File: src/rtl/wb_apb_bridge_if.sv
// wb_apb_bridge_if: Wishbone-classic slave and APB4 master signal bundle of wb_apb_bridge
interface wb_apb_bridge_if #(parameter int NSLV = 4);
    logic              wb_cyc_i;
    logic              wb_stb_i;
    logic              wb_we_i;
    logic [31:0]       wb_adr_i;
    logic [31:0]       wb_dat_i;
    logic [3:0]        wb_sel_i;
    logic [31:0]       wb_dat_o;
    logic              wb_ack_o;
    logic              wb_err_o;
    logic [31:0]       paddr;
    logic [31:0]       pwdata;
    logic              pwrite;
    logic [3:0]        pstrb;
    logic [NSLV-1:0]   psel;
    logic              penable;
    logic [32*NSLV-1:0] prdata_i;
    logic [NSLV-1:0]   pready_i;
    logic [NSLV-1:0]   pslverr_i;

    modport slave (
        input  wb_cyc_i, wb_stb_i, wb_we_i, wb_adr_i, wb_dat_i, wb_sel_i,
        input  prdata_i, pready_i, pslverr_i,
        output wb_dat_o, wb_ack_o, wb_err_o,
        output paddr, pwdata, pwrite, pstrb, psel, penable
    );

    modport master (
        output wb_cyc_i, wb_stb_i, wb_we_i, wb_adr_i, wb_dat_i, wb_sel_i,
        output prdata_i, pready_i, pslverr_i,
        input  wb_dat_o, wb_ack_o, wb_err_o,
        input  paddr, pwdata, pwrite, pstrb, psel, penable
    );
endinterface

File: src/rtl/wb_apb_bridge.sv
// wb_apb_bridge: Wishbone classic slave to APB4 master bridge with slot decode and pready timeout
module wb_apb_bridge #(
    parameter int          NSLV       = 4,
    parameter logic [31:0] BASE_ADDR  = 32'h4000_0000,
    parameter int          REGION_LSB = 16,
    parameter int          SLOT_LSB   = 12,
    parameter int          TIMEOUT    = 255
) (
    input logic            pclk,
    input logic            presetn,
    wb_apb_bridge_if.slave bus
);
    localparam int SW = (NSLV > 1) ? $clog2(NSLV) : 1;

    typedef enum logic [1:0] {IDLE, SETUP, ACCESS, RESP} state_t;

    state_t        state;
    logic [SW-1:0] idx;
    logic [15:0]   cnt;
    logic [SW-1:0] slot;
    logic          hit;
    logic          req;
    logic          rdy;
    logic          serr;
    logic [31:0]   rdata;

    always_comb begin
        slot  = (NSLV > 1) ? bus.wb_adr_i[SLOT_LSB +: SW] : '0;
        hit   = bus.wb_adr_i[31:REGION_LSB] == BASE_ADDR[31:REGION_LSB] && int'(slot) < NSLV;
        req   = bus.wb_cyc_i && bus.wb_stb_i && !bus.wb_ack_o && !bus.wb_err_o;
        rdy   = bus.pready_i[idx];
        serr  = bus.pslverr_i[idx];
        rdata = bus.prdata_i[32*idx +: 32];
    end

    // Completion is reported only if the master still holds cyc; the APB side always finishes
    always_ff @(posedge pclk or negedge presetn) begin
        if (!presetn) begin
            state        <= IDLE;
            idx          <= '0;
            cnt          <= '0;
            bus.wb_dat_o <= '0;
            bus.wb_ack_o <= 1'b0;
            bus.wb_err_o <= 1'b0;
            bus.paddr    <= '0;
            bus.pwdata   <= '0;
            bus.pwrite   <= 1'b0;
            bus.pstrb    <= '0;
            bus.psel     <= '0;
            bus.penable  <= 1'b0;
        end else begin
            bus.wb_ack_o <= 1'b0;
            bus.wb_err_o <= 1'b0;
            case (state)
                IDLE: if (req) begin
                    if (hit) begin
                        state      <= SETUP;
                        idx        <= slot;
                        cnt        <= '0;
                        bus.psel   <= NSLV'(1) << slot;
                        bus.paddr  <= bus.wb_adr_i;
                        bus.pwrite <= bus.wb_we_i;
                        bus.pwdata <= bus.wb_we_i ? bus.wb_dat_i : bus.pwdata;
                        bus.pstrb  <= bus.wb_we_i ? bus.wb_sel_i : 4'h0;
                    end else begin
                        state        <= RESP;
                        bus.wb_err_o <= 1'b1;
                        bus.wb_dat_o <= '0;
                    end
                end
                SETUP: begin
                    state       <= ACCESS;
                    bus.penable <= 1'b1;
                end
                ACCESS: if (rdy || cnt == 16'(TIMEOUT - 1)) begin
                    state        <= IDLE;
                    bus.psel     <= '0;
                    bus.penable  <= 1'b0;
                    bus.wb_ack_o <= bus.wb_cyc_i && rdy && !serr;
                    bus.wb_err_o <= bus.wb_cyc_i && (!rdy || serr);
                    bus.wb_dat_o <= !rdy ? '0 : bus.pwrite ? bus.wb_dat_o : rdata;
                end else begin
                    cnt <= cnt + 16'd1;
                end
                RESP: state <= IDLE;
            endcase
        end
    end
endmodule
File: src/flat_wrapper.sv
// flat-port wrapper written by rule: the top's interface ports become plain ports
module wb_apb_bridge_flat 
#(
    parameter int          NSLV       = 4,
    parameter logic [31:0] BASE_ADDR  = 32'h4000_0000,
    parameter int          REGION_LSB = 16,
    parameter int          SLOT_LSB   = 12,
    parameter int          TIMEOUT    = 255
)
  (pclk, presetn, bus_wb_cyc_i, bus_wb_stb_i, bus_wb_we_i, bus_wb_adr_i, bus_wb_dat_i, bus_wb_sel_i, bus_prdata_i, bus_pready_i, bus_pslverr_i, bus_wb_dat_o, bus_wb_ack_o, bus_wb_err_o, bus_paddr, bus_pwdata, bus_pwrite, bus_pstrb, bus_psel, bus_penable);
  wb_apb_bridge_if #(.NSLV(NSLV)) bus_i ();
  input logic pclk;
  input logic presetn;
  input wire logic [$bits(bus_i.wb_cyc_i)-1:0] bus_wb_cyc_i;
  input wire logic [$bits(bus_i.wb_stb_i)-1:0] bus_wb_stb_i;
  input wire logic [$bits(bus_i.wb_we_i)-1:0] bus_wb_we_i;
  input wire logic [$bits(bus_i.wb_adr_i)-1:0] bus_wb_adr_i;
  input wire logic [$bits(bus_i.wb_dat_i)-1:0] bus_wb_dat_i;
  input wire logic [$bits(bus_i.wb_sel_i)-1:0] bus_wb_sel_i;
  input wire logic [$bits(bus_i.prdata_i)-1:0] bus_prdata_i;
  input wire logic [$bits(bus_i.pready_i)-1:0] bus_pready_i;
  input wire logic [$bits(bus_i.pslverr_i)-1:0] bus_pslverr_i;
  output wire logic [$bits(bus_i.wb_dat_o)-1:0] bus_wb_dat_o;
  output wire logic [$bits(bus_i.wb_ack_o)-1:0] bus_wb_ack_o;
  output wire logic [$bits(bus_i.wb_err_o)-1:0] bus_wb_err_o;
  output wire logic [$bits(bus_i.paddr)-1:0] bus_paddr;
  output wire logic [$bits(bus_i.pwdata)-1:0] bus_pwdata;
  output wire logic [$bits(bus_i.pwrite)-1:0] bus_pwrite;
  output wire logic [$bits(bus_i.pstrb)-1:0] bus_pstrb;
  output wire logic [$bits(bus_i.psel)-1:0] bus_psel;
  output wire logic [$bits(bus_i.penable)-1:0] bus_penable;
  assign bus_i.wb_cyc_i = bus_wb_cyc_i;
  assign bus_i.wb_stb_i = bus_wb_stb_i;
  assign bus_i.wb_we_i = bus_wb_we_i;
  assign bus_i.wb_adr_i = bus_wb_adr_i;
  assign bus_i.wb_dat_i = bus_wb_dat_i;
  assign bus_i.wb_sel_i = bus_wb_sel_i;
  assign bus_i.prdata_i = bus_prdata_i;
  assign bus_i.pready_i = bus_pready_i;
  assign bus_i.pslverr_i = bus_pslverr_i;
  assign bus_wb_dat_o = bus_i.wb_dat_o;
  assign bus_wb_ack_o = bus_i.wb_ack_o;
  assign bus_wb_err_o = bus_i.wb_err_o;
  assign bus_paddr = bus_i.paddr;
  assign bus_pwdata = bus_i.pwdata;
  assign bus_pwrite = bus_i.pwrite;
  assign bus_pstrb = bus_i.pstrb;
  assign bus_psel = bus_i.psel;
  assign bus_penable = bus_i.penable;
  wb_apb_bridge #(.NSLV(NSLV), .BASE_ADDR(BASE_ADDR), .REGION_LSB(REGION_LSB), .SLOT_LSB(SLOT_LSB), .TIMEOUT(TIMEOUT)) u_core (.pclk(pclk), .presetn(presetn), .bus(bus_i));
endmodule
File: config.mk
export PLATFORM = sky130hd
export DESIGN_NAME = wb_apb_bridge_flat
export DESIGN_NICKNAME = d
export VERILOG_FILES = /design/src/rtl/wb_apb_bridge_if.sv /design/src/rtl/wb_apb_bridge.sv /design/src/flat_wrapper.sv
export SDC_FILE = /design/constraint.sdc
export NUM_CORES = 1
export LEC_CHECK = 0
export CAP_MARGIN = 5
export CORE_ASPECT_RATIO = 0.6
export CORE_MARGIN = 8
export CORE_UTILIZATION = 40
export CTS_CLUSTER_DIAMETER = 150
export CTS_CLUSTER_SIZE = 30
export DETAILED_ROUTE_END_ITERATION = 16
export GPL_TIMING_DRIVEN = 0
export MAX_ROUTING_LAYER = met4
export PLACE_DENSITY = 0.83
export SYNTH_ARGS = -nofsm -noshare
export SYNTH_HDL_FRONTEND = slang
export SYNTH_SLANG_ARGS = --single-unit
File: constraint.sdc
create_clock -name pclk -period 2.4 [get_ports pclk]
set_input_delay 0.48 -clock pclk [delete_from_list [all_inputs] [get_ports pclk]]
set_output_delay 0.48 -clock pclk [all_outputs]
set_load 0.005 [all_outputs]
==> run_results.csv, run 1 <==
group,metric,value,unit
outcome,outcome,"finished, final reports clean",
detailed_routing,drt_wl_total,22.79,mm
synth,synth_edf_count,0,
final_layout,register_area,3154,µm²
detailed_routing,drc_errors,0,
setup_path,r2r_end,"u_core.bus.wb_dat_o[24]$_DFFE_PN0P_",
floorplanning,ios,317,
global_route,grt_max_degree,95,
synth,synthFlopType,"dfrtp_1",
timing,maxSlewViolCount,0,
clock_network,clock-root-buffer,"clkbuf_16",
setup_path,crit_path_start_kind,"flip-flop",
setup_path,arrival,2.61,ns
timing,skew,0.006544,ns
timing,max_freq,0.4285,GHz
timing,hold_viol_final,0,
timing,fin_crit_sh,97.23,%
timing,hold_ws,0.4629,ns
final_layout,area_delta_synth_final,67.73,%
clock_network,numCtsBuffers,17,
final_layout,fillCellCount,1075,
floorplanning,die_area,19920,µm²
timing,setup_ws,0.06644,ns
setup_path,worstPathMaxFanout,10,
synth,ys_seq_area_share,50.70,%
detailed_routing,wl_per_cell,22.28,µm
floorplanning,fp-row-count,35,
synth,ys_ff_latch,126,
synth,synthArstFlopShare,100.0,%
pwr,power_per_cell_area,702.1,nW/µm²
setup_path,cp-end-kind,"flip-flop",
final_layout,multiInputGateArea,2887,µm²
final_layout,nets,1019,
detailed_routing,drt_iter0_markers,287,
detailed_routing,route.vias.total,5479,
setup_path,reg2reg_from,"u_core.bus.paddr[13]$_DFFE_PN0P_",
clock_network,tritoncts,"yes",
floorplanning,core,15280,µm²
timing,worstMarginPinSlew,0.8719,ns
global_route,groute.usage.overall,22.90,%
synth,synth_top_area_cell,"dfrtp_1",
setup_path,reg2reg_setup_slack,0.07,ns
floorplanning,die_w,177.0,µm
clock_network,insertion_delay,0.40,ns
floorplanning,floorplan.initialDensity,40.69,%
setup_path,cp.required,2.68,ns
synth,ys_warn_count,0,
detailed_routing,routed_via_density,5.356,
timing,setup_violations,0,
global_route,grt_pass1_wl,34.37,mm
detailed_routing,dr.pass1.iters,5,
setup_path,path_class,"flip-flop to flip-flop",
timing,period_needed,2.334,ns
synth,synthTopCellsByCount,"dfrtp_1, mux2_2, and3_1, mux4_2, mux2_1",
placed_design,place.gp.congestion,0.8724,
worst_hold_path,min_to,"u_core.bus.paddr[30]$_DFFE_PN0P_",
pwr,vdd_ir_drop_max,0.4669,mV
synth,synthTopCellsByArea,"dfrtp_1, mux4_2, mux2_2, mux2_1, and3_1",
clock_network,path_clk_slew,0.06,ns
synth,synthDistinctLibCells,50,
global_route,antenna_found_initial,0,
global_route,grt_pass1_vias,6046,
pwr,p_leak,4.576,nW
placed_design,place_hpwl,17.90,mm
placed_design,pre_cts_slack,-0.5603,ns
final_layout,drive_above_1_share,20.49,%
setup_path,ff2ff_path_depth,5,
synth,synth.cell_area,6218,µm²
clock_network,htreeDepth,4,
synth,synth_area_per_cell,13.46,µm²
placed_design,portBuffers,316,
synth,yosysMostFrequentCell,"dfrtp_1",
worst_hold_path,hold_start,"u_core.bus.paddr[30]$_DFFE_PN0P_",
timing,relSlewSlack,41.87,%
synth,synth_fp_nets,673,
job,drv_cap,0,
synth,syn-instance-count,462,
clock_network,cts_num_sinks,126,
global_route,grt_overflow,0,
synth,synth.top_cell.area_share,50.70,%
worst_hold_path,hold_path.class,"flip-flop to flip-flop",
final_layout,antenna_cells,0,
detailed_routing,ant_nets,0,
floorplanning,die_y,112.6,µm
clock_network,clockBufferDepth,2,
worst_hold_path,holdPathStages,1,
kinds of logic (layout without fill, tap and decap cells):
kind of cell / after synthesis / after routing / synth area share [%]
flops: 126 / 126 / 50.70
mux: 118 / 118 / 27.48
simple gates: 113 / 113 / 11.29
compound gates: 58 / 58 / 6.318
buf+inv: 45 / 403 / 3.803
fa+ha+maj: 2 / 2 / 0.4024
where the power goes:
part	total, mW	switching [mW]	internal [mW]
clock	2.49	0.968	1.52
sequential	2.63	0.198	2.43
combinational	2.21	0.909	1.30
area by class of cell:
type,count,share of cell area (%)
Buffer,34,2.135
Clock buffer,17,4.079
Clock inverter,14,1.392
Inverter,10,0.3599
Multi-Input combinational cell,291,27.68
Sequential cell,126,30.24
Tap cell,203,2.435
Timing Repair Buffer,328,31.68
state kept, by name, summed over array words and instances (netlist names):
register	count
u_core.bus.paddr	31
u_core.bus.wb_ack_o	1
u_core.bus.pwrite	1
u_core.bus.penable	1
u_core.cnt	16
u_core.bus.pwdata	32
u_core.bus.pstrb	4
u_core.idx	1
u_core.bus.wb_dat_o	32
u_core.state	2
u_core.bus.wb_err_o	1
u_core.bus.psel	4
critical path: stages (launching register included):
cell and delay [ns]:
dfrtp_1 0.37, buf_4 0.21, clkbuf_1 0.68, mux4_2 0.44, and3_1 0.20, mux2_1 0.29
through the flow:
stage | utilization (%) | power (mW) | area, µm² | cells | TNS, ns
final | 68.24 | 7.323 | 10430 | 1023 | 0
after global routing | 68.24 | 7.656 | 10430 | 1023 | -0.2880
after CTS | 67.32 | 7.264 | 10290 | 1017 | 0
after detailed placement | 63.23 | 4.726 | 9664 | 982 | -35.95
after global placement | 63.05 | 4.635 | 9635 | 981 | -522.99
after floorplan | - | 3.442 | 6218 | 462 | 0
how the worst max path moves through the flow:
| stage | from | end | slack [ns] | depth (start not counted) |
|---|---|---|---|---|
| finish | u_core.bus.paddr[13]$_DFFE_PN0P_ | u_core.bus.wb_dat_o[24]$_DFFE_PN0P_ | 0.07 | 5 |
| global route | u_core.state[0]$_DFFE_PN0P_ | u_core.bus.wb_dat_o[27]$_DFFE_PN0P_ | -0.02 | 7 |
| CTS | bus_wb_adr_i[25] | u_core.bus.pwdata[7]$_DFFE_PN0P_ | 0.001 | 9 |
| detailed placement | bus_wb_cyc_i | u_core.bus.pwdata[7]$_DFFE_PN0P_ | -0.56 | 9 |
| global placement | presetn | u_core.bus.paddr[10]$_DFFE_PN0P_ | -3.95 | 1 |
| floorplan | u_core.cnt[0]$_DFFE_PN0P_ | u_core.bus.wb_dat_o[28]$_DFFE_PN0P_ | 0.25 | 9 |
placed cells by master (no fill, tap or decap), drive strengths merged, types with 5 or more instances in the layout:
cell type	instances
nor2	6
inv	12
dfrtp	126
nand4	6
clkbuf	35
nor3	5
mux2	82
clkinv	6
nand3	10
nor4	6
a21oi	5
nand2	11
o21ai	19
buf	28
clkdlybuf4s50	315
and3	35
a31oi	12
and2	6
mux4	34
nor2b	19
per-layer routing:
metal | global-route usage [%] | wire length, µm | up-vias
li1 | - | - | 2434
met1 | 26.01 | 8866 | 2764
met2 | 37.66 | 11520 | 245
met3 | 7.342 | 1900 | 36
met4 | 8.031 | 505 | 0
met5 | - | 0 | -
what timing repair did:
action	CTS	global route
hold buffers	1	0
endpoints found under the setup margin	63	65
cloned	0	2
pin swaps	4	4
endpoints found under the hold margin	32	0
buffers inserted	3	5
gates resized for setup	2	22
(Power assumes the default switching activity.)
==> run 2, diff against run 1 <==
CAP_MARGIN = 20   (was 5)
CELL_PAD_IN_SITES_DETAIL_PLACEMENT = 1   (was unset)
CELL_PAD_IN_SITES_GLOBAL_PLACEMENT = 1   (was unset)
CORE_UTILIZATION = 31   (was 40)
PLACE_DENSITY = 0.85   (was 0.83)
==> run 2 against run 1 <==
Clock skew grew 0.0067 ns. Die area up 25%. Sequential power about the same. Clock power about the same. Register-to-register slack improved by 0.07 ns. Count of clock-buffer cells in the layout unchanged.
==> run_results.csv, run 2 (same netlist as run 1, synthesis figures left out) <==
group,metric,value,unit
pwr,vdd_ir_drop_max,0.4321,mV
timing,tns,0,ns
floorplanning,die_w,198.8,µm
timing,hold_viol_final,0,
floorplanning,die_y,125.7,µm
floorplanning,floorplan.initialDensity,31.38,%
setup_path,path_class,"input pin to flip-flop",
floorplanning,fp-row-count,40,
detailed_routing,ant_nets,0,
timing,maxSlewViolCount,0,
global_route,grt_max_degree,74,
floorplanning,ios,317,
pwr,power_per_cell_area,699.3,nW/µm²
final_layout,area_delta_synth_final,68.57,%
global_route,grt_overflow,0,
setup_path,worstPathMaxFanout,10,
outcome,outcome,"finished, final reports clean",
setup_path,crit_path_start_kind,"input pin",
floorplanning,core,19820,µm²
detailed_routing,wl_per_cell,22.83,µm
placed_design,portBuffers,316,
placed_design,place_hpwl,19.91,mm
detailed_routing,routed_via_density,4.966,
global_route,groute.usage.overall,20.52,%
clock_network,path_clk_slew,0.06,ns
global_route,grt_pass1_wl,38.03,mm
setup_path,arrival,2.60,ns
timing,rsz0062_at_grt,"true",
timing,worstMarginPinSlew,0.6475,ns
final_layout,drive_above_1_share,20.29,%
timing,skew,0.01322,ns
pwr,p_leak,4.567,nW
timing,period_needed,2.314,ns
detailed_routing,drt_wl_total,24.94,mm
clock_network,clockBufferDepth,2,
final_layout,final_common_cell,"clkdlybuf4s50_1",
setup_path,cp.required,2.69,ns
job,drv_cap,0,
setup_path,reg2reg_setup_slack,0.14,ns
final_layout,fillCellCount,2036,
setup_path,r2r_end,"u_core.bus.wb_dat_o[19]$_DFFE_PN0P_",
final_layout,final_cell_mix,"clkdlybuf4s50_1, dfrtp_1, mux2_2",
final_layout,largestRegisters,"u_core.bus.pwdata (32), u_core.bus.wb_dat_o (32), u_core.bus.paddr (31)",
clock_network,tritoncts,"yes",
clock_network,insertion_delay,0.41,ns
timing,max_freq,0.4321,GHz
clock_network,htreeDepth,4,
detailed_routing,drt_iter0_markers,225,
final_layout,fin_area,10480,µm²
timing,setup_ws,0.08550,ns
detailed_routing,drc_errors,0,
global_route,antenna_found_initial,1,
clock_network,clock-root-buffer,"clkbuf_16",
placed_design,dp_cells,1052,
global_route,grt_pass1_vias,6110,
placed_design,pre_cts_slack,-0.6325,ns
worst_hold_path,hold_path.class,"input pin to async pin",
final_layout,nets,1016,
placed_design,place.gp.congestion,0.8499,
detailed_routing,route.vias.total,5423,
placed_design,place_area,9752,µm²
final_layout,stdcell_count,1092,
clock_network,cts_num_sinks,126,
timing,fin_crit_sh,96.44,%
timing,relSlewSlack,56.84,%
clock_network,numCtsBuffers,17,
setup_path,cp-end-kind,"flip-flop",
setup_path,reg2reg_from,"u_core.bus.paddr[13]$_DFFE_PN0P_",
setup_path,ff2ff_path_depth,9,
detailed_routing,dr.pass1.iters,4,
floorplanning,die_area,25000,µm²
timing,setup_violations,0,
## run 2: worst max-delay path by stage
stage | startpoint | end | depth (start not counted) | slack [ns]
final | bus_wb_adr_i[17] | u_core.bus.pwdata[9]$_DFFE_PN0P_ | 9 | 0.09
after CTS | u_core.cnt[0]$_DFFE_PN0P_ | u_core.bus.wb_dat_o[4]$_DFFE_PN0P_ | 9 | 0.0004
after global placement | presetn | u_core.bus.paddr[7]$_DFFE_PN0P_ | 1 | -4.48
after detailed placement | bus_wb_adr_i[25] | u_core.bus.psel[0]$_DFFE_PN0P_ | 6 | -0.63
after global routing | bus_wb_adr_i[17] | u_core.bus.psel[0]$_DFFE_PN0P_ | 7 | -0.03
after floorplan | u_core.cnt[0]$_DFFE_PN0P_ | u_core.bus.wb_dat_o[28]$_DFFE_PN0P_ | 9 | 0.25
## run 2: timing repair
| item | in CTS | in global routing |
|---|---|---|
| pin swaps | 3 | 3 |
| endpoints found under the setup margin | 63 | 70 |
| resized for setup | 5 | 22 |
| buffers inserted | 3 | 4 |
| hold buffers | 0 | 0 |
## run 2: where the power goes
part | internal, mW | switching, mW | total [mW]
clock | 1.37 | 1.13 | 2.51
combinational | 1.27 | 0.943 | 2.21
sequential | 2.42 | 0.189 | 2.61
## run 2: layout make-up
cell class                 count  area (µm²)  share of cell area, %
antenna                        1       2.502                0.02387
buffer                        35       245.2                  2.339
clock buffer                  17       425.4                  4.058
clock inverter                15       137.6                  1.313
inverter                      10       37.54                 0.3581
multi-input combinational    291        2883                  27.50
sequential                   126        3153                  30.08
tap                          273       341.6                  3.259
timing repair buffer         324        3257                  31.07
## run 2: routing by layer
metal	up-vias	GRT usage (%)	wire length, µm
met5	-	-	0
met4	0	4.820	418
met3	18	6.383	2070
met2	213	33.57	11990
met1	2757	24.56	10450
li1	2435	-	-
## run 2: stage by stage
step / total power, mW / hold WS (ns) / utilization (%)
CTS: 7.332 / 0.03357 / 52.30
global route: 7.733 / 0.04051 / 52.89
finish: 7.330 / 0.01441 / 52.89
floorplan: 3.442 / 0.1844 / -
global placement: 4.692 / 0.4555 / 49.06
detailed placement: 4.767 / 0.4609 / 49.20
## run 2: worst max-delay path: stages
cell	delay (ns)
clkdlybuf4s50_1	0.42
nor4_2	0.29
nand4_1	0.20
nor2b_1	0.16
clkbuf_4	0.20
and2_1	0.13
clkbuf_4	0.19
buf_6	0.17
mux2_2	0.36
